$ cat src/rtl/letter_typewriter.sv
// letter_typewriter: snapshots a letter array on start and reveals it to the
// text drawer one position per CHAR_DELAY cycles (typewriter effect).
// Unrevealed positions show BLANK_CODE. Status: busy, done, revealed_cnt and a
// one-cycle new_letter pulse per timed reveal.
//
// Control inputs are single-cycle level samples at each rising clk edge (no
// handshake). Priority: resetN > clear > skip > start > timed reveal.
// o_dbg_state exposes the FSM state: 0 = IDLE, 1 = TYPING, 2 = DONE.
module letter_typewriter #(
  parameter int          NUM_LETTERS = 10,
  parameter int          CHAR_DELAY  = 2_500_000,
  parameter logic [4:0]  BLANK_CODE  = 5'd31
) (
  input  logic                         clk,
  input  logic                         resetN,
  input  logic                         start,
  input  logic                         skip,
  input  logic                         clear,
  input  logic [NUM_LETTERS-1:0][4:0]  letters_in,
  output logic [NUM_LETTERS-1:0][4:0]  letters_out,
  output logic [3:0]                   revealed_cnt,
  output logic                         new_letter,
  output logic                         busy,
  output logic                         done,
  output logic [1:0]                   o_dbg_state
);

  typedef enum logic [1:0] {
    S_IDLE   = 2'd0,
    S_TYPING = 2'd1,
    S_DONE   = 2'd2
  } state_t;

  // Timer only counts 0..CHAR_DELAY-1, so it never needs more bits than that.
  localparam int               TW       = (CHAR_DELAY > 1) ? $clog2(CHAR_DELAY) : 1;
  localparam logic [TW-1:0]    TMAX     = TW'(CHAR_DELAY - 1);
  localparam logic [3:0]       CNT_FULL = 4'(NUM_LETTERS);

  state_t                        r_state;
  logic [TW-1:0]                 r_timer;
  logic [3:0]                    r_cnt;
  logic [NUM_LETTERS-1:0][4:0]   r_shadow;
  logic [NUM_LETTERS-1:0][4:0]   r_letters;
  logic                          r_new;
  logic                          r_busy;
  logic                          r_done;

  state_t                        w_state;
  logic [TW-1:0]                 w_timer;
  logic [3:0]                    w_cnt;
  logic [NUM_LETTERS-1:0][4:0]   w_shadow;
  logic [NUM_LETTERS-1:0][4:0]   w_letters;
  logic                          w_new;
  logic                          w_busy;
  logic                          w_done;

  // Next-state and next-output logic; every value defaults to "hold".
  always_comb begin
    w_state   = r_state;
    w_timer   = r_timer;
    w_cnt     = r_cnt;
    w_shadow  = r_shadow;
    w_letters = r_letters;
    w_new     = 1'b0;

    if (clear) begin
      // Back to IDLE with blank display; the shadow copy is kept.
      w_state = S_IDLE;
      w_timer = '0;
      w_cnt   = '0;
      for (int i = 0; i < NUM_LETTERS; i++) w_letters[i] = BLANK_CODE;
    end else begin
      case (r_state)
        S_IDLE, S_DONE: begin
          if (start) begin
            w_state  = S_TYPING;
            w_timer  = '0;
            w_cnt    = '0;
            w_shadow = letters_in;
            for (int i = 0; i < NUM_LETTERS; i++) w_letters[i] = BLANK_CODE;
          end
        end
        S_TYPING: begin
          if (skip) begin
            // Reveal every remaining position at once; no pulse for this.
            for (int i = 0; i < NUM_LETTERS; i++) begin
              if (4'(i) >= r_cnt) w_letters[i] = r_shadow[i];
            end
            w_cnt   = CNT_FULL;
            w_state = S_DONE;
          end else if (r_timer == TMAX) begin
            w_timer = '0;
            for (int i = 0; i < NUM_LETTERS; i++) begin
              if (4'(i) == r_cnt) w_letters[i] = r_shadow[i];
            end
            w_cnt = r_cnt + 4'd1;
            w_new = 1'b1;
            if (r_cnt + 4'd1 == CNT_FULL) w_state = S_DONE;
          end else begin
            w_timer = r_timer + 1'b1;
          end
        end
        default: begin
          w_state = S_IDLE;
        end
      endcase
    end

    w_busy = (w_state == S_TYPING);
    w_done = (w_state == S_DONE);
  end

  // State and output registers with synchronous active-high reset.
  always_ff @(posedge clk) begin
    if (resetN) begin
      r_state  <= S_IDLE;
      r_timer  <= '0;
      r_cnt    <= '0;
      r_shadow <= '0;
      for (int i = 0; i < NUM_LETTERS; i++) r_letters[i] <= BLANK_CODE;
      r_new    <= 1'b0;
      r_busy   <= 1'b0;
      r_done   <= 1'b0;
    end else begin
      r_state   <= w_state;
      r_timer   <= w_timer;
      r_cnt     <= w_cnt;
      r_shadow  <= w_shadow;
      r_letters <= w_letters;
      r_new     <= w_new;
      r_busy    <= w_busy;
      r_done    <= w_done;
    end
  end

  assign letters_out  = r_letters;
  assign revealed_cnt = r_cnt;
  assign new_letter   = r_new;
  assign busy         = r_busy;
  assign done         = r_done;
  assign o_dbg_state  = r_state;

endmodule

$ cat config.mk
export PLATFORM = sky130hd
export DESIGN_NAME = letter_typewriter
export DESIGN_NICKNAME = d
export VERILOG_FILES = /design/src/rtl/letter_typewriter.sv
export SDC_FILE = /design/constraint.sdc
export NUM_CORES = 1
export LEC_CHECK = 0
export ABC_AREA = 1
export CORE_MARGIN = 2
export CORE_UTILIZATION = 47
export CTS_CLUSTER_DIAMETER = 80
export CTS_CLUSTER_SIZE = 28
export DETAILED_ROUTE_END_ITERATION = 10
export GPL_TIMING_DRIVEN = 0
export PLACE_DENSITY_LB_ADDON = 0.15
export REMOVE_ABC_BUFFERS = 1
export SLEW_MARGIN = 20
export SYNTH_ARGS = -nofsm -noshare
export SYNTH_HDL_FRONTEND = slang
export SYNTH_SLANG_ARGS = --single-unit
$ cat constraint.sdc
create_clock -name clk -period 1.5 [get_ports clk]
set_input_delay 0.45 -clock clk [delete_from_list [all_inputs] [get_ports clk]]
set_output_delay 0.45 -clock clk [all_outputs]
set_load 0.03 [all_outputs]
==> results of run 1 <==
==> power by group <==
part / switching [mW] / internal, mW
combinational: 0.891 / 0.513
sequential: 0.0795 / 3.64
clock: 1.47 / 2.32
==> cell type report <==
| class | count | share of cell area (%) |
|---|---|---|
| Tap cell | 172 | 2.53 |
| Multi-Input combinational cell | 561 | 40.5 |
| Clock inverter | 6 | 0.676 |
| Timing Repair Buffer | 149 | 14.9 |
| Sequential cell | 131 | 31.2 |
| Clock buffer | 23 | 5.50 |
| Inverter | 97 | 4.60 |
| Timing Repair inverter | 1 | 0.103 |
==> sequential cells by signal, summed over array words and instances, names as in the netlist <==
| register | count |
|---|---|
| letters_out | 50 |
| r_shadow | 50 |
| r_timer | 22 |
| revealed_cnt | 4 |
| o_dbg_state | 2 |
| busy | 1 |
| done | 1 |
| new_letter | 1 |
==> worst max path at each step <==
stage / to / cells after the start
floorplan: r_timer[16] / 5
global placement: new_letter / 4
detailed placement: r_timer[16] / 7
CTS: letters_out[29] / 11
global route: letters_out[37] / 11
finish: letters_out[40] / 11
==> metrics by stage <==
| stage | utilization (%) | cell area, um^2 |
|---|---|---|
| after CTS | 65.0 | 8130 |
| after detailed placement | 56.9 | 7130 |
| after global routing | 68.0 | 8510 |
| final | 68.0 | 8510 |
| after floorplan | - | 5710 |
| after global placement | 56.4 | 7060 |
==> layer usage <==
layer	up-vias	GRT usage [%]
met2	302	48.5
met1	3067	34.9
met3	90	7.94
li1	3027	-
met5	-	0
met4	2	12.9
==> cells by family after synthesis <==
logic type | synth area share (%)
buffers and inverters | 10.3
AOI/OAI and AO/OA | 11.9
DFF | 44.0
adders and majority gates | 1.26
and+or+nand+nor | 32.3
xor gates and xnor gates | 0.294
==> critical path, delay by kind of cell (launching register included) <==
kind	cells	cell delay, ns
and+or+nand+nor	7	0.56
buffers and inverters	3	0.41
DFF	1	0.35
adders and majority gates	1	0.17
==> cells in the mapped netlist (2+ instances only) <==
library cell,instances,area (um^2)
a21oi_1,74,370
buf_2,19,95.1
buf_8,5,75.1
clkbuf_1,18,67.6
dfxtp_1,131,2620
ha_1,6,75.1
inv_1,85,319
inv_2,10,37.5
nand2_1,177,664
nand2_2,9,56.3
nand2_4,2,22.5
nand3_1,82,410
nand3_2,12,120
nand4_1,54,338
nor2_1,44,165
nor2_2,3,18.8
nor2_4,2,22.5
nor3_1,14,70.1
o21ai_0,57,285
o21bai_1,4,30.0
==> timing repair <==
action | 4_1_cts | 5_1_grt
resized for setup | 363 | 96
setup buffers | 23 | 9
hold endpoints to repair | 0 | 0
cloned | 14 | 1
endpoints found under the setup margin | 188 | 128
pin swaps | 33 | 27
==> results_dict.tcl, run 1 <==
set metrics [dict create \
    ff_latch_area_um2 2660 \
    cts_tree "built" \
    drtAntennaViolNets 0 \
    drive_gt1_share_pct 27.7 \
    rsz0062_at_grt "true" \
    holdPathEnd "letters_out[15]" \
    holdBufCountCts 0 \
    hold_class "flip-flop to flip-flop" \
    via_per_inst 5.69 \
    tightest_slew_ns 0.772 \
    async_flop_share_pct 0 \
    whs_path_depth 2 \
    start_util_pct 47.6 \
    critPathMaxStageDelay_ns 0.35 \
    ff2ff_setup_slack_ns -0.16 \
    crit_start "r_timer[1]" \
    wirelength_um 20000 \
    design_power_total_mw 8.92 \
    violations "setup timing" \
    finalSetupTns_ns -6.61 \
    core-area_um2 12500 \
    min_from "letters_out[15]" \
    area_growth_pct 42.7 \
    path_clk_slew_ns 0.05 \
    fp.dieArea_um2 13600 \
    status "finished, violations left" \
    die_y_um 117 \
    syn_area_um2 5960 \
    die_x_um 117 \
    route.met2.wl_um 9540 \
    antenna_cells 0 \
    drv_cap 0 \
    synth_cell_types 33 \
    synth-edff-count 0 \
    globalRouteOverflowTotal 0 \
    gp_congestion 0.884 \
    period_minus_slack_ns 1.66 \
    grt_pass1_wl_um 30200 \
    first_pass_iters 5 \
    m1WireLength_um 8200 \
    avgSynthCellArea_um2 7.26 \
    power_density_nw_per_um2 1050 \
    htree_num_levels 4 \
    numPortBuffers 113 \
    drc_errors 0 \
    r2r-end "letters_out[40]" \
    final_cell_count_no_fill 1140 \
    path_cells "ha_4 -> nand2_4 -> inv_4 -> nand2_4 -> nor2_4 -> nand3_4 -> buf_12 -> buf_12 -> nand2_8 -> nand4_1 -> nand3_1" \
    groute.usage.overall_pct 29.0 \
    cts_root_buffer "clkbuf_16" \
    synth-main-ff-cell "dfxtp_1" \
    worstPathMaxFanout 8 \
    layout_setup_ws_ns -0.160 \
    p_leak_nw 3.36 \
    fp-row-count 41 \
    fillCellCount 1042 \
    cts_max_path_buffers 2 \
    drv_slew 0 \
    io-pin-count 114 \
    r2r_start "r_timer[1]" \
    slowest_stage "dfxtp_4" \
    ys_ff_latch 131 \
    postSynthCellCount 821 \
    final_cell_mix "nand2_1 (148), dfxtp_1 (118), inv_1 (78)" \
    min_period_over_period_pct 111 \
    clkSinkCount 131 \
    multi_input_area_um2 3440 \
    crit_required_ns 1.77 \
    drt_iter0_markers 518 \
    grt_max_degree 51 \
    slew-limit-headroom_pct 48.5 \
    detail_route.wl_per_cell_um 17.6 \
    grt_pass1_vias 6072 \
    arrival_ns 1.93 \
    r2r.worst_path.cells 11 \
    place_inst 1064 \
    clock_latency_ns 0.42 \
    final_common_cell "nand2_1" \
    ys_seq_area_share_pct 44.0 \
    routed-wl-met3_um 1510 \
    crit_type "flip-flop to flip-flop" \
    dpl_worst_slack_ns -1.25 \
    finalNetCount 1019 \
    setup_violations 77 \
    numCtsBuffers 17 \
    dpl.hpwl_um 10000 \
    finClkSkew_ns 0.00485 \
    antenna_found_initial 1 \
    whs_ns 0.447 \
    hold_violations 0 \
    top_layer "met5" \
    cp-start-kind "flip-flop" \
    clock.fmax_mhz 602 \
    yosys_warnings 0 \
    num_vias 6488 \
    ir_worst_vdd_uv 814 \
    worstSetupEndpointType "flip-flop" \
]
Power figures use the tool's default switching activity.
==> run 2, diff against run 1 <==
--- a/config.mk
+++ b/config.mk
@@ -7,11 +7,10 @@
 export LEC_CHECK = 0
 export ABC_AREA = 1
 export CORE_MARGIN = 2
-export CORE_UTILIZATION = 47
+export CORE_UTILIZATION = 52
 export CTS_CLUSTER_DIAMETER = 80
-export CTS_CLUSTER_SIZE = 28
 export DETAILED_ROUTE_END_ITERATION = 10
-export GPL_TIMING_DRIVEN = 0
+export GPL_TIMING_DRIVEN = 1
 export PLACE_DENSITY_LB_ADDON = 0.15
 export REMOVE_ABC_BUFFERS = 1
 export SLEW_MARGIN = 20
==> constraint.sdc (replaced) <==
create_clock -name clk -period 1.9 [get_ports clk]
set_input_delay 0.57 -clock clk [delete_from_list [all_inputs] [get_ports clk]]
set_output_delay 0.57 -clock clk [all_outputs]
set_load 0.03 [all_outputs]
==> run 2 against run 1 <==
The run now ends clean. Register-to-register slack improved by 0.32 ns. Highest routed layer is now met4. Sequential share of layout area rose by 1.2 points. Global-route usage fell by 2.8 points. Total power fell by 19%. Clock skew barely moved. Flip-flop and latch count did not move. Sequential power fell by 21%. Non-clock buffer count rose by 18. Hold slack barely moved. Combinational power fell by 28%.
==> results_dict.tcl, run 2 (synthesis results as in run 1) <==
set metrics [dict create \
    status "finished, final reports clean" \
    grt_max_degree 47 \
    drtAntennaViolNets 0 \
    path_cells "dlygate4sd2_1" \
    slowest_stage "dlygate4sd2_1" \
    dpl.hpwl_um 11100 \
    multi_input_area_um2 2750 \
    period_minus_slack_ns 1.85 \
    worstSetupEndpointType "output pin" \
    setup_violations 0 \
    groute.usage.overall_pct 26.1 \
    die_x_um 111 \
    gp_congestion 0.901 \
    drive_gt1_share_pct 13.7 \
    final_cell_count_no_fill 1118 \
    finalNetCount 1024 \
    r2r.worst_path.cells 11 \
    num_vias 6063 \
    cts_root_buffer "clkbuf_16" \
    cts_tree "built" \
    cp-start-kind "flip-flop" \
    drv_slew 0 \
    first_pass_iters 5 \
    drv_cap 0 \
    area_growth_pct 36.0 \
    grt_pass1_wl_um 26700 \
    arrival_ns 1.28 \
    numPortBuffers 113 \
    detail_route.wl_per_cell_um 14.4 \
    core-area_um2 11300 \
    tightest_slew_ns 0.355 \
    critPathTopFamily "buffers and inverters" \
    hold_class "flip-flop to flip-flop" \
    final_cell_mix "nand2_1 (176), dfxtp_1 (129), inv_1 (84)" \
    io-pin-count 114 \
    p_leak_nw 3.35 \
    numCtsBuffers 17 \
    grt_pass1_vias 5752 \
    finalSetupTns_ns 0 \
    rsz0062_at_grt "false" \
    globalRouteOverflowTotal 0 \
    fp-row-count 39 \
    cp.depth 1 \
    crit_type "flip-flop to output pin" \
    clkSinkCount 131 \
    start_util_pct 52.7 \
    wirelength_um 16100 \
    place_inst 1083 \
    critPathMaxStageDelay_ns 0.45 \
    ir_worst_vdd_uv 586 \
    final_common_cell "nand2_1" \
    htree_num_levels 4 \
    clock.fmax_mhz 542 \
    whs_path_depth 2 \
    ff_latch_area_um2 2630 \
    drt_iter0_markers 522 \
    cts_max_path_buffers 2 \
    fp.dieArea_um2 12300 \
    hold_violations 0 \
    clock_latency_ns 0.41 \
    antenna_cells 0 \
    path_clk_slew_ns 0.06 \
    drc_errors 0 \
    fin_area_um2 8110 \
    min_period_over_period_pct 97.2 \
    crit_required_ns 1.33 \
    finClkSkew_ns 0.00499 \
    via_per_inst 5.42 \
    power_density_nw_per_um2 895 \
    crit_buf_inv 1 \
    placedInstanceArea_um2 7510 \
    slew-limit-headroom_pct 76.2 \
    fillCellCount 901 \
    worstPathMaxFanout 5 \
    antenna_found_initial 0 \
    die_y_um 111 \
    whs_ns 0.447 \
]
## run 2: changes by cell type in the layout (fill, tap and decap cells not counted), moves of 7 or more
cell	delta
buf_2	-52
nor2_1	+8
nor3_1	+9
dfxtp_4	-7
buf_4	+16
nand3_4	-12
dfxtp_1	+11
nand2_2	-17
nand2_8	-17
dlygate4sd2_1	+55
nand2_1	+28
nand3_1	+18
nor3_2	-9
## run 2: cell type report
cell class | instances | area share, %
Clock buffer | 23 | 6.27
Clock inverter | 8 | 1.22
Inverter | 97 | 4.52
Multi-Input combinational cell | 549 | 33.9
Sequential cell | 131 | 32.4
Tap cell | 143 | 2.21
Timing Repair Buffer | 167 | 19.5
## run 2: timing repair
item / 4_1_cts / 5_1_grt
resized for setup: 59 / 6
setup endpoints to repair: 59 / 54
pin swaps: 0 / 2
cloned: 0 / 1
hold buffers: 0 / 0
buffers inserted: 0 / 3
## run 2: layer usage
layer / part of all wire (%) / GRT usage (%)
met5: 0 / 0
met4: 2.2 / 9.47
met3: 6.6 / 5.52
met2: 49 / 45.0
met1: 42 / 32.4
## run 2: path summary, 6_finish.rpt
path | from | end | slack [ns]
setup / recovery | revealed_cnt[2] | revealed_cnt[2] | 0.05
hold / removal | letters_out[28] | letters_out[28] | 0.45
setup reg to reg | r_timer[0] | letters_out[30] | 0.16
hold reg to reg | letters_out[28] | letters_out[28] | 0.45
## run 2: metrics by stage
| step | setup WS (ns) | utilization (%) | total power, mW |
|---|---|---|---|
| 3_5_place_dp | -0.317 | 66.3 | 4.02 |
| 4_1_cts | 0.0422 | 71.0 | 7.27 |
| 2_1_floorplan | -1.78 | - | 3.55 |
| 3_3_place_gp | -0.212 | 66.3 | 3.99 |
| 5_1_grt | 0.00119 | 71.6 | 7.53 |
| 6_report | 0.0536 | 71.6 | 7.25 |
## run 2: power by group
| group | leakage (nW) | internal [mW] | switching, mW | total (mW) |
|---|---|---|---|---|
| combinational | 1.98 | 0.415 | 0.590 | 1.01 |
| sequential | 1.07 | 2.88 | 0.0532 | 2.94 |
| clock | 0.297 | 2.13 | 1.19 | 3.31 |
| total | 3.35 | 5.43 | 1.83 | 7.25 |
